### config.mk
export PLATFORM = sky130hd
export DESIGN_NAME = alu_op_sequencer_flat
export DESIGN_NICKNAME = d
export VERILOG_FILES = /design/src/rtl/alu_op_sequencer_if.sv /design/src/rtl/alu_op_sequencer.sv /design/src/flat_wrapper.sv
export SDC_FILE = /design/constraint.sdc
export NUM_CORES = 1
export LEC_CHECK = 0
export ABC_AREA = 1
export BUFFER_PORTS_ARGS = -buffer_cell sky130_fd_sc_hd__clkbuf_2
export CAP_MARGIN = 20
export CORE_MARGIN = 3
export CORE_UTILIZATION = 30
export CTS_CLUSTER_SIZE = 14
export DETAILED_ROUTE_END_ITERATION = 10
export HOLD_SLACK_MARGIN = 0.1
export PLACE_DENSITY = 0.47
export SYNTH_ARGS = -nofsm -noshare
export SYNTH_HDL_FRONTEND = slang
export SYNTH_SLANG_ARGS = --single-unit
### constraint.sdc
create_clock -name clock -period 1.6 [get_ports clock]
set_clock_uncertainty 0.1 [all_clocks]
set_input_delay 0.08 -clock clock [delete_from_list [all_inputs] [get_ports clock]]
set_output_delay 0.08 -clock clock [all_outputs]
set_load 0.1 [all_outputs]
### src/rtl/alu_op_sequencer_if.sv
// rtl/alu_op_sequencer_if.sv - instruction handshake between fetch and the ALU op sequencer
interface alu_op_sequencer_if;
    logic       instrValid;
    logic       instrReady;
    logic [6:0] opcode;
    logic [2:0] funct3;
    logic       funct7b5;

    modport master (
        output instrValid,
        output opcode,
        output funct3,
        output funct7b5,
        input  instrReady
    );

    modport slave (
        input  instrValid,
        input  opcode,
        input  funct3,
        input  funct7b5,
        output instrReady
    );
endinterface

### src/rtl/alu_op_sequencer.sv
// rtl/alu_op_sequencer.sv - multi-cycle ALU control sequencer with memory, write-back and PC strobes
module alu_op_sequencer #(
    parameter int ALU_LATENCY = 1
) (
    input  logic                 clock,
    input  logic                 reset,
    alu_op_sequencer_if.slave    instr,
    input  logic                 zero,
    output logic [3:0]           ALUControl,
    output logic                 ALUSrc,
    output logic                 MemRead,
    output logic                 MemWrite,
    output logic                 MemToReg,
    output logic                 RegWrite,
    output logic                 PCSrc,
    output logic                 PCWrite,
    output logic                 illegal
);

    localparam logic [6:0] OP_R      = 7'b0110011;
    localparam logic [6:0] OP_I      = 7'b0010011;
    localparam logic [6:0] OP_LOAD   = 7'b0000011;
    localparam logic [6:0] OP_STORE  = 7'b0100011;
    localparam logic [6:0] OP_BRANCH = 7'b1100011;

    localparam logic [3:0] ALU_AND = 4'b0000;
    localparam logic [3:0] ALU_OR  = 4'b0001;
    localparam logic [3:0] ALU_ADD = 4'b0010;
    localparam logic [3:0] ALU_SUB = 4'b0110;

    // Counter reload: EXEC lasts ALU_LATENCY cycles, exiting when the count reaches zero.
    localparam logic [3:0] LAT_LOAD = 4'(ALU_LATENCY - 1);

    typedef enum logic [2:0] {
        IDLE,
        DECODE,
        EXEC,
        MEM,
        WB,
        BRANCH,
        TRAP
    } state_t;

    state_t     state;
    state_t     state_nxt;
    logic [6:0] op_q;
    logic [2:0] f3_q;
    logic       f7_q;
    logic [3:0] cnt;
    logic       ready;

    logic       dec_valid;
    logic [3:0] dec_ctrl;
    logic       dec_src;
    logic       is_load;
    logic       is_store;
    logic       is_branch;

    assign instr.instrReady = ready;

    assign is_load   = (op_q == OP_LOAD);
    assign is_store  = (op_q == OP_STORE);
    assign is_branch = (op_q == OP_BRANCH);

    // Classify the captured instruction fields into an ALU operation and operand select.
    always_comb begin
        dec_valid = 1'b0;
        dec_ctrl  = ALU_ADD;
        dec_src   = 1'b0;
        case (op_q)
            OP_R: begin
                dec_src = 1'b0;
                case (f3_q)
                    3'b000: begin dec_valid = 1'b1; dec_ctrl = f7_q ? ALU_SUB : ALU_ADD; end
                    3'b111: begin dec_valid = 1'b1; dec_ctrl = ALU_AND; end
                    3'b110: begin dec_valid = 1'b1; dec_ctrl = ALU_OR;  end
                    default: dec_valid = 1'b0;
                endcase
            end
            OP_I: begin
                dec_src = 1'b1;
                case (f3_q)
                    3'b000: begin dec_valid = 1'b1; dec_ctrl = ALU_ADD; end
                    3'b111: begin dec_valid = 1'b1; dec_ctrl = ALU_AND; end
                    3'b110: begin dec_valid = 1'b1; dec_ctrl = ALU_OR;  end
                    default: dec_valid = 1'b0;
                endcase
            end
            OP_LOAD, OP_STORE: begin
                dec_valid = (f3_q == 3'b010);
                dec_ctrl  = ALU_ADD;
                dec_src   = 1'b1;
            end
            OP_BRANCH: begin
                dec_valid = (f3_q == 3'b000);
                dec_ctrl  = ALU_SUB;
                dec_src   = 1'b0;
            end
            default: dec_valid = 1'b0;
        endcase
    end

    // State register; asynchronous reset abandons any instruction in flight.
    always_ff @(posedge clock or negedge reset) begin
        if (!reset) begin
            state <= IDLE;
        end else begin
            state <= state_nxt;
        end
    end

    // Next-state and Moore-decoded strobes.
    always_comb begin
        state_nxt = state;
        ready     = 1'b0;
        MemRead   = 1'b0;
        MemWrite  = 1'b0;
        MemToReg  = 1'b0;
        RegWrite  = 1'b0;
        PCSrc     = 1'b0;
        PCWrite   = 1'b0;
        illegal   = 1'b0;
        case (state)
            IDLE: begin
                ready = 1'b1;
                if (instr.instrValid) begin
                    state_nxt = DECODE;
                end
            end
            DECODE: begin
                state_nxt = dec_valid ? EXEC : TRAP;
            end
            EXEC: begin
                if (cnt == 4'd0) begin
                    if (is_load || is_store) begin
                        state_nxt = MEM;
                    end else if (is_branch) begin
                        state_nxt = BRANCH;
                    end else begin
                        state_nxt = WB;
                    end
                end
            end
            MEM: begin
                MemRead   = is_load;
                MemWrite  = is_store;
                PCWrite   = is_store;
                state_nxt = is_load ? WB : IDLE;
            end
            WB: begin
                RegWrite  = 1'b1;
                PCWrite   = 1'b1;
                MemToReg  = is_load;
                state_nxt = IDLE;
            end
            BRANCH: begin
                PCWrite   = 1'b1;
                PCSrc     = zero;
                state_nxt = IDLE;
            end
            TRAP: begin
                illegal   = 1'b1;
                PCWrite   = 1'b1;
                state_nxt = IDLE;
            end
            default: state_nxt = IDLE;
        endcase
    end

    // Capture registers, ALU control registers and the latency counter.
    always_ff @(posedge clock or negedge reset) begin
        if (!reset) begin
            op_q       <= 7'd0;
            f3_q       <= 3'd0;
            f7_q       <= 1'b0;
            cnt        <= 4'd0;
            ALUControl <= ALU_AND;
            ALUSrc     <= 1'b0;
        end else begin
            if (state == IDLE && instr.instrValid) begin
                op_q <= instr.opcode;
                f3_q <= instr.funct3;
                f7_q <= instr.funct7b5;
            end
            if (state == DECODE && dec_valid) begin
                ALUControl <= dec_ctrl;
                ALUSrc     <= dec_src;
                cnt        <= LAT_LOAD;
            end
            if (state == EXEC && cnt != 4'd0) begin
                cnt <= cnt - 4'd1;
            end
        end
    end

endmodule

### src/flat_wrapper.sv
// flat-port wrapper written by rule: the top's interface ports become plain ports
module alu_op_sequencer_flat 
#(
    parameter int ALU_LATENCY = 1
)
  (clock, reset, zero, ALUControl, ALUSrc, MemRead, MemWrite, MemToReg, RegWrite, PCSrc, PCWrite, illegal, instr_instrValid, instr_opcode, instr_funct3, instr_funct7b5, instr_instrReady);
  alu_op_sequencer_if instr_i ();
  input  logic clock;
  input  logic reset;
  input  logic zero;
  output logic [3:0] ALUControl;
  output logic ALUSrc;
  output logic MemRead;
  output logic MemWrite;
  output logic MemToReg;
  output logic RegWrite;
  output logic PCSrc;
  output logic PCWrite;
  output logic illegal;
  input wire logic [$bits(instr_i.instrValid)-1:0] instr_instrValid;
  input wire logic [$bits(instr_i.opcode)-1:0] instr_opcode;
  input wire logic [$bits(instr_i.funct3)-1:0] instr_funct3;
  input wire logic [$bits(instr_i.funct7b5)-1:0] instr_funct7b5;
  output wire logic [$bits(instr_i.instrReady)-1:0] instr_instrReady;
  assign instr_i.instrValid = instr_instrValid;
  assign instr_i.opcode = instr_opcode;
  assign instr_i.funct3 = instr_funct3;
  assign instr_i.funct7b5 = instr_funct7b5;
  assign instr_instrReady = instr_i.instrReady;
  alu_op_sequencer #(.ALU_LATENCY(ALU_LATENCY)) u_core (.clock(clock), .reset(reset), .instr(instr_i), .zero(zero), .ALUControl(ALUControl), .ALUSrc(ALUSrc), .MemRead(MemRead), .MemWrite(MemWrite), .MemToReg(MemToReg), .RegWrite(RegWrite), .PCSrc(PCSrc), .PCWrite(PCWrite), .illegal(illegal));
endmodule
# Word level (Yosys, flattened, before mapping)
# Index checks and enable logic that the tools add are counted.
# W data, S select, Z words.
[op_classes] addsub=1 eq_ne=16 mux=24 n_reduce_logical=15
[ops] cell="$pmux W4 S3" n=2
[ops] cell="$mux W3" n=6
[ops] cell="$eq A3 B3 Y1 const B" n=5
[ops] cell="$eq A7 B6 Y1 const B" n=2
[ops] cell="$pmux W3 S4" n=1
[ops] cell="$mux W1" n=10
[ops] cell="$eq A3 B2 Y1 const B" n=3
[ops] cell="$reduce_or A3 Y1" n=3
[ops] cell="$mux W4" n=2
[ops] cell="$eq A7 B2 Y1 const B" n=1
[ops] cell="$eq A7 B5 Y1 const B" n=1
[ops] cell="$eq A7 B7 Y1 const B" n=1
[ops] cell="$logic_not A3 Y1" n=2
[ops] cell="$logic_not A4 Y1" n=1
[ops] cell="$pmux W2 S2" n=1
[ops] cell="$reduce_bool A4 Y1" n=1
[ops] cell="$reduce_or A2 Y1" n=2
[ops] cell="$sub A4 B1 Y4 const B" n=1
[ops] cell="$eq A3 B1 Y1 const B" n=1
[ops] cell="$logic_and A1 B1 Y1" n=3
[ops] cell="$pmux W1 S3" n=1
[ops] cell="$ne A2 B1 Y1 const B" n=1
[ops] cell="$ne A2 B2 Y1 const B" n=1
[ops] cell="$pmux W1 S2" n=1
[ops] cell="other kinds (3)" n=3
[word_totals] regBits=23 input_bits=15 output_inout_bits=13 word_cells=63

# Logic depth before layout (Yosys ltp)
[logic_depth] word_depth=7 mapped_depth=11 depth_no_buf=10

# Worst setup path after synthesis
# OpenSTA, ideal clock, no wires.
[synth_timing] path_type="flip-flop to output port" startpoint="reg u_core.state[2]" endpoint="out MemToReg" arrival_time_ns=4.913 required_time_ns=1.420 setup_slack_ns=-3.493 path_stages_with_launch=4 n_path_buf=0 path_cell_list="dfrtp_1 inv_2 nor3_1 nor3b_1"
[synth_between] elab_chain_cells=2
[synth_lines] element="from (decl)" line="alu_op_sequencer.sv:44" text="state_t state;"
[synth_lines] element="from (signal assigned)" line="alu_op_sequencer.sv:108" text="state <= state_nxt;"
[synth_lines] element="$eq A3 B3 Y1" line="alu_op_sequencer.sv:123" text="case (state)"
[synth_lines] element="$mux W1" line="alu_op_sequencer.sv:123"
[synth_lines] element="to (decl)" line="flat_wrapper.sv:15" text="output logic MemToReg;"
# No other way between the ends.

# Worst setup path after layout
[layout_timing] startpoint="reg u_core.op_q[3]" endpoint="out PCWrite"
[layout_between] elab_chain_cells=2
[layout_lines] element="from (decl)" line="alu_op_sequencer.sv:46" text="logic [6:0] op_q;"
[layout_lines] element="from (signal assigned)" line="alu_op_sequencer.sv:181" text="op_q <= instr.opcode;"
[layout_lines] element="$eq A7 B6 Y1" line="alu_op_sequencer.sv:62" text="assign is_store = (op_q == OP_STORE);"
[layout_lines] element="$pmux W1 S2" line="alu_op_sequencer.sv:123"
[layout_lines] element="to (decl)" line="flat_wrapper.sv:18" text="output logic PCWrite;"
# No other way between the ends.

==> reports/metrics.csv <==
metric;value;unit
critical path buffer and inverter count;3;
Peak VDD IR;0.727;mV
Congestion Overflow GR;0;
Reg area;556;µm²
r2r setup slk;80;ps
post-DP HPWL;2130;µm
status;complete, but fails checks;
P per Cell Area;1590;nW/µm²
CTS tree;yes;
gr usage total;12.2;%
layout cells sized above 1;51.2;%
Max Cap Viol;0;
Worst Tran Pin Value;556;ps
drt pass-1 iters;4;
area grow syn2layout;66.3;%
total power;3.28;mW
commonest cells after routing, fill and taps aside;nand2_1, nor2_1, clkbuf_2, dfrtp_1, buf_4;
row count;22;
Setup TNS Final;-38.9;ps
Hold Vio Cnt, Final;0;
RSZ-0062 raised after global routing;true;
upper clock frequency limit;615;MHz
setup violators final;2;
Bufs on Longest Clock Path;2;
total wire length;2940;µm
number of distinct library cells after synthesis;28;
synth top area cells;dfrtp_1, nand2_1, nor2_1;
min-delay src;instr_instrValid;
clock sink count;22;
Slew HR;62.9;%
synthesized flop and latch total;22;
Syn Area/Cell;7.99;µm²
Post-Syn Instances;155;
number of antenna diodes;0;
die outline width;70.3;µm
Synthesis Warnings;0;
Die Y-Extent;70.3;µm
# port buffers;26;
CP Class;register to output pin;
worst slack, placed;29.1;ps
FF-to-FF Start;u_core.state[1]$_DFFE_PN0P_;
clk root buf;clkbuf_8;
clk slew on worst S/H paths;80;ps
CP Cell Sequence;inv_2, nand2_2, nor2_4, nand2_4, buf_6, o21ai_4, buf_12;
failing checks;negative setup slack;
Largest delay share family, worst path;flip-flops;
Hold Path Stages;3;
initial antenna violation count;0;
ANT nets after route;0;
Initial Util;32.4;%
max incr delay on CP;400;ps
first-pass GRT wire length;4980;µm
cell count of the worst reg-to-reg path;6;
RePlAce Congestion;0.787;
I/O pin cnt;28;
top-area cell type share of the netlist area;44.4;%
Worst Path Required;1420;ps
DR vias;1197;
Clock Latency Late Sink;260;ps
Hold/Removal Path Class;input port to register;
area leader, netlist;dfrtp_1;
register area share after synthesis;44.4;%
Hold WS;95.3;ps
Worst setup EP type;output pin;
drt drc;0;
Multi-input gate area;729;µm²
Crit Path Max Fanout;4;
Crit Reg-Reg Endpoint;u_core.f3_q[1]$_DFFE_PN0P_;
mapped cell area;1240;µm²
crit share post-route;102;%
CP arrival;1450;ps
Final Core Density;53.8;%
slowest CP cell;dfrtp_1;
fin worst setup slack;-26.9;ps
largest net degree at the start of global routing;23;
hold worst-path end;u_core.state[2]$_DFFE_PN0P_;
DRT iter0 DRCs;24;
CP startpoint kind;register;
Core Region;3830;µm²
die area;4940;µm²
syn nets;171;
fin. max-slew vios;0;
final-layout fill cell count;359;
commonest non-fill, non-tap cell in the layout;nand2_1;
Final #Nets;234;
CTS Buf Count;3;
vias in the first global route;1172;
WL/cell;11.1;µm
DR vias/cell;4.52;
H-Tree Level Count;1;
Tmin final;1630;ps
Lkg Pwr;1.00;nW
logic make-up (layout without fill, tap and decap cells):
| logic type | Yosys count | count (layout) | share of synthesized area [%] |
|---|---|---|---|
| DFF | 22 | 22 | 44.4 |
| and+or+nand+nor | 79 | 79 | 31.9 |
| muxes | 3 | 3 | 2.73 |
| other | 1 | 1 | 0.303 |
| adders and majority gates | 1 | 1 | 1.01 |
| xor gates and xnor gates | 1 | 1 | 0.707 |
| buffers and inverters | 27 | 89 | 9.19 |
| AOI/OAI and AO/OA | 21 | 21 | 9.70 |
how the worst max path moves through the flow:
stage	from	to	slack, ps	cells past startpoint
global route	u_core.op_q[0]$_DFFE_PN0P_	PCWrite	-80	6
global placement	u_core.state[1]$_DFFE_PN0P_	PCWrite	30	5
finish	u_core.op_q[3]$_DFFE_PN0P_	PCWrite	-30	7
CTS	u_core.op_q[3]$_DFFE_PN0P_	PCWrite	-70	7
floorplan	u_core.state[2]$_DFFE_PN0P_	MemToReg	-870	3
detailed placement	u_core.state[1]$_DFFE_PN0P_	PCWrite	30	5
worst register-to-register path: stages (launching register included):
cell     delay, ps
dfrtp_2        430
buf_6          130
nor3_4         240
nand2_4        140
buf_4          200
nor2_1         130
a21oi_2         40
registers in the layout, summed over array words and instances (netlist names):
signal / flops
u_core.ALUSrc: 1
u_core.f3_q: 3
u_core.state: 3
u_core.ALUControl: 3
u_core.f7_q: 1
u_core.cnt: 4
u_core.op_q: 7
through the flow:
step | area, µm² | instances
floorplan | 1340 | 155
global placement | 1660 | 231
detailed placement | 1660 | 231
CTS | 1940 | 255
global route | 2060 | 265
finish | 2060 | 265
metal layers:
layer  vias to the layer above  routed length [µm]  GRT usage, %
li1                        610                   -             -
met1                       561                1320          15.5
met2                        24                1500          21.5
met3                         2                 102          1.29
met4                         0                  14          3.83
met5                         -                   0             0
cell type report:
| class | instances | share of cell area [%] |
|---|---|---|
| clock buffer | 4 | 2.67 |
| sequential | 22 | 27.0 |
| inverter | 24 | 4.56 |
| multi-input combinational | 106 | 35.4 |
| tap | 48 | 2.92 |
| timing repair buffer | 61 | 27.5 |
synth_stat cells, drive strengths merged:
master / instances
nor3b: 1
conb: 1
o21ai: 9
nor3: 4
a21oi: 12
or2: 1
clkinv: 1
mux2: 3
buf: 3
nor2: 23
inv: 23
dfrtp: 22
ha: 1
nand3: 15
nand2: 35
xor2: 1
power by group:
group	internal (mW)	total [mW]	switching, mW	leakage [nW]
Clock	0.219	0.398	0.179	0.0288
Combinational	0.815	1.95	1.14	0.706
Sequential	0.746	0.931	0.185	0.268
what timing repair did:
action                                 in CTS  in global routing
setup buffers                               8                 10
setup endpoints to repair                   4                 11
hold buffers                               12                  0
pin swaps                                   4                 10
resized for setup                          14                 11
endpoints found under the hold margin      33                  0
cloned                                      0                  0
(Power assumes the default switching activity.)
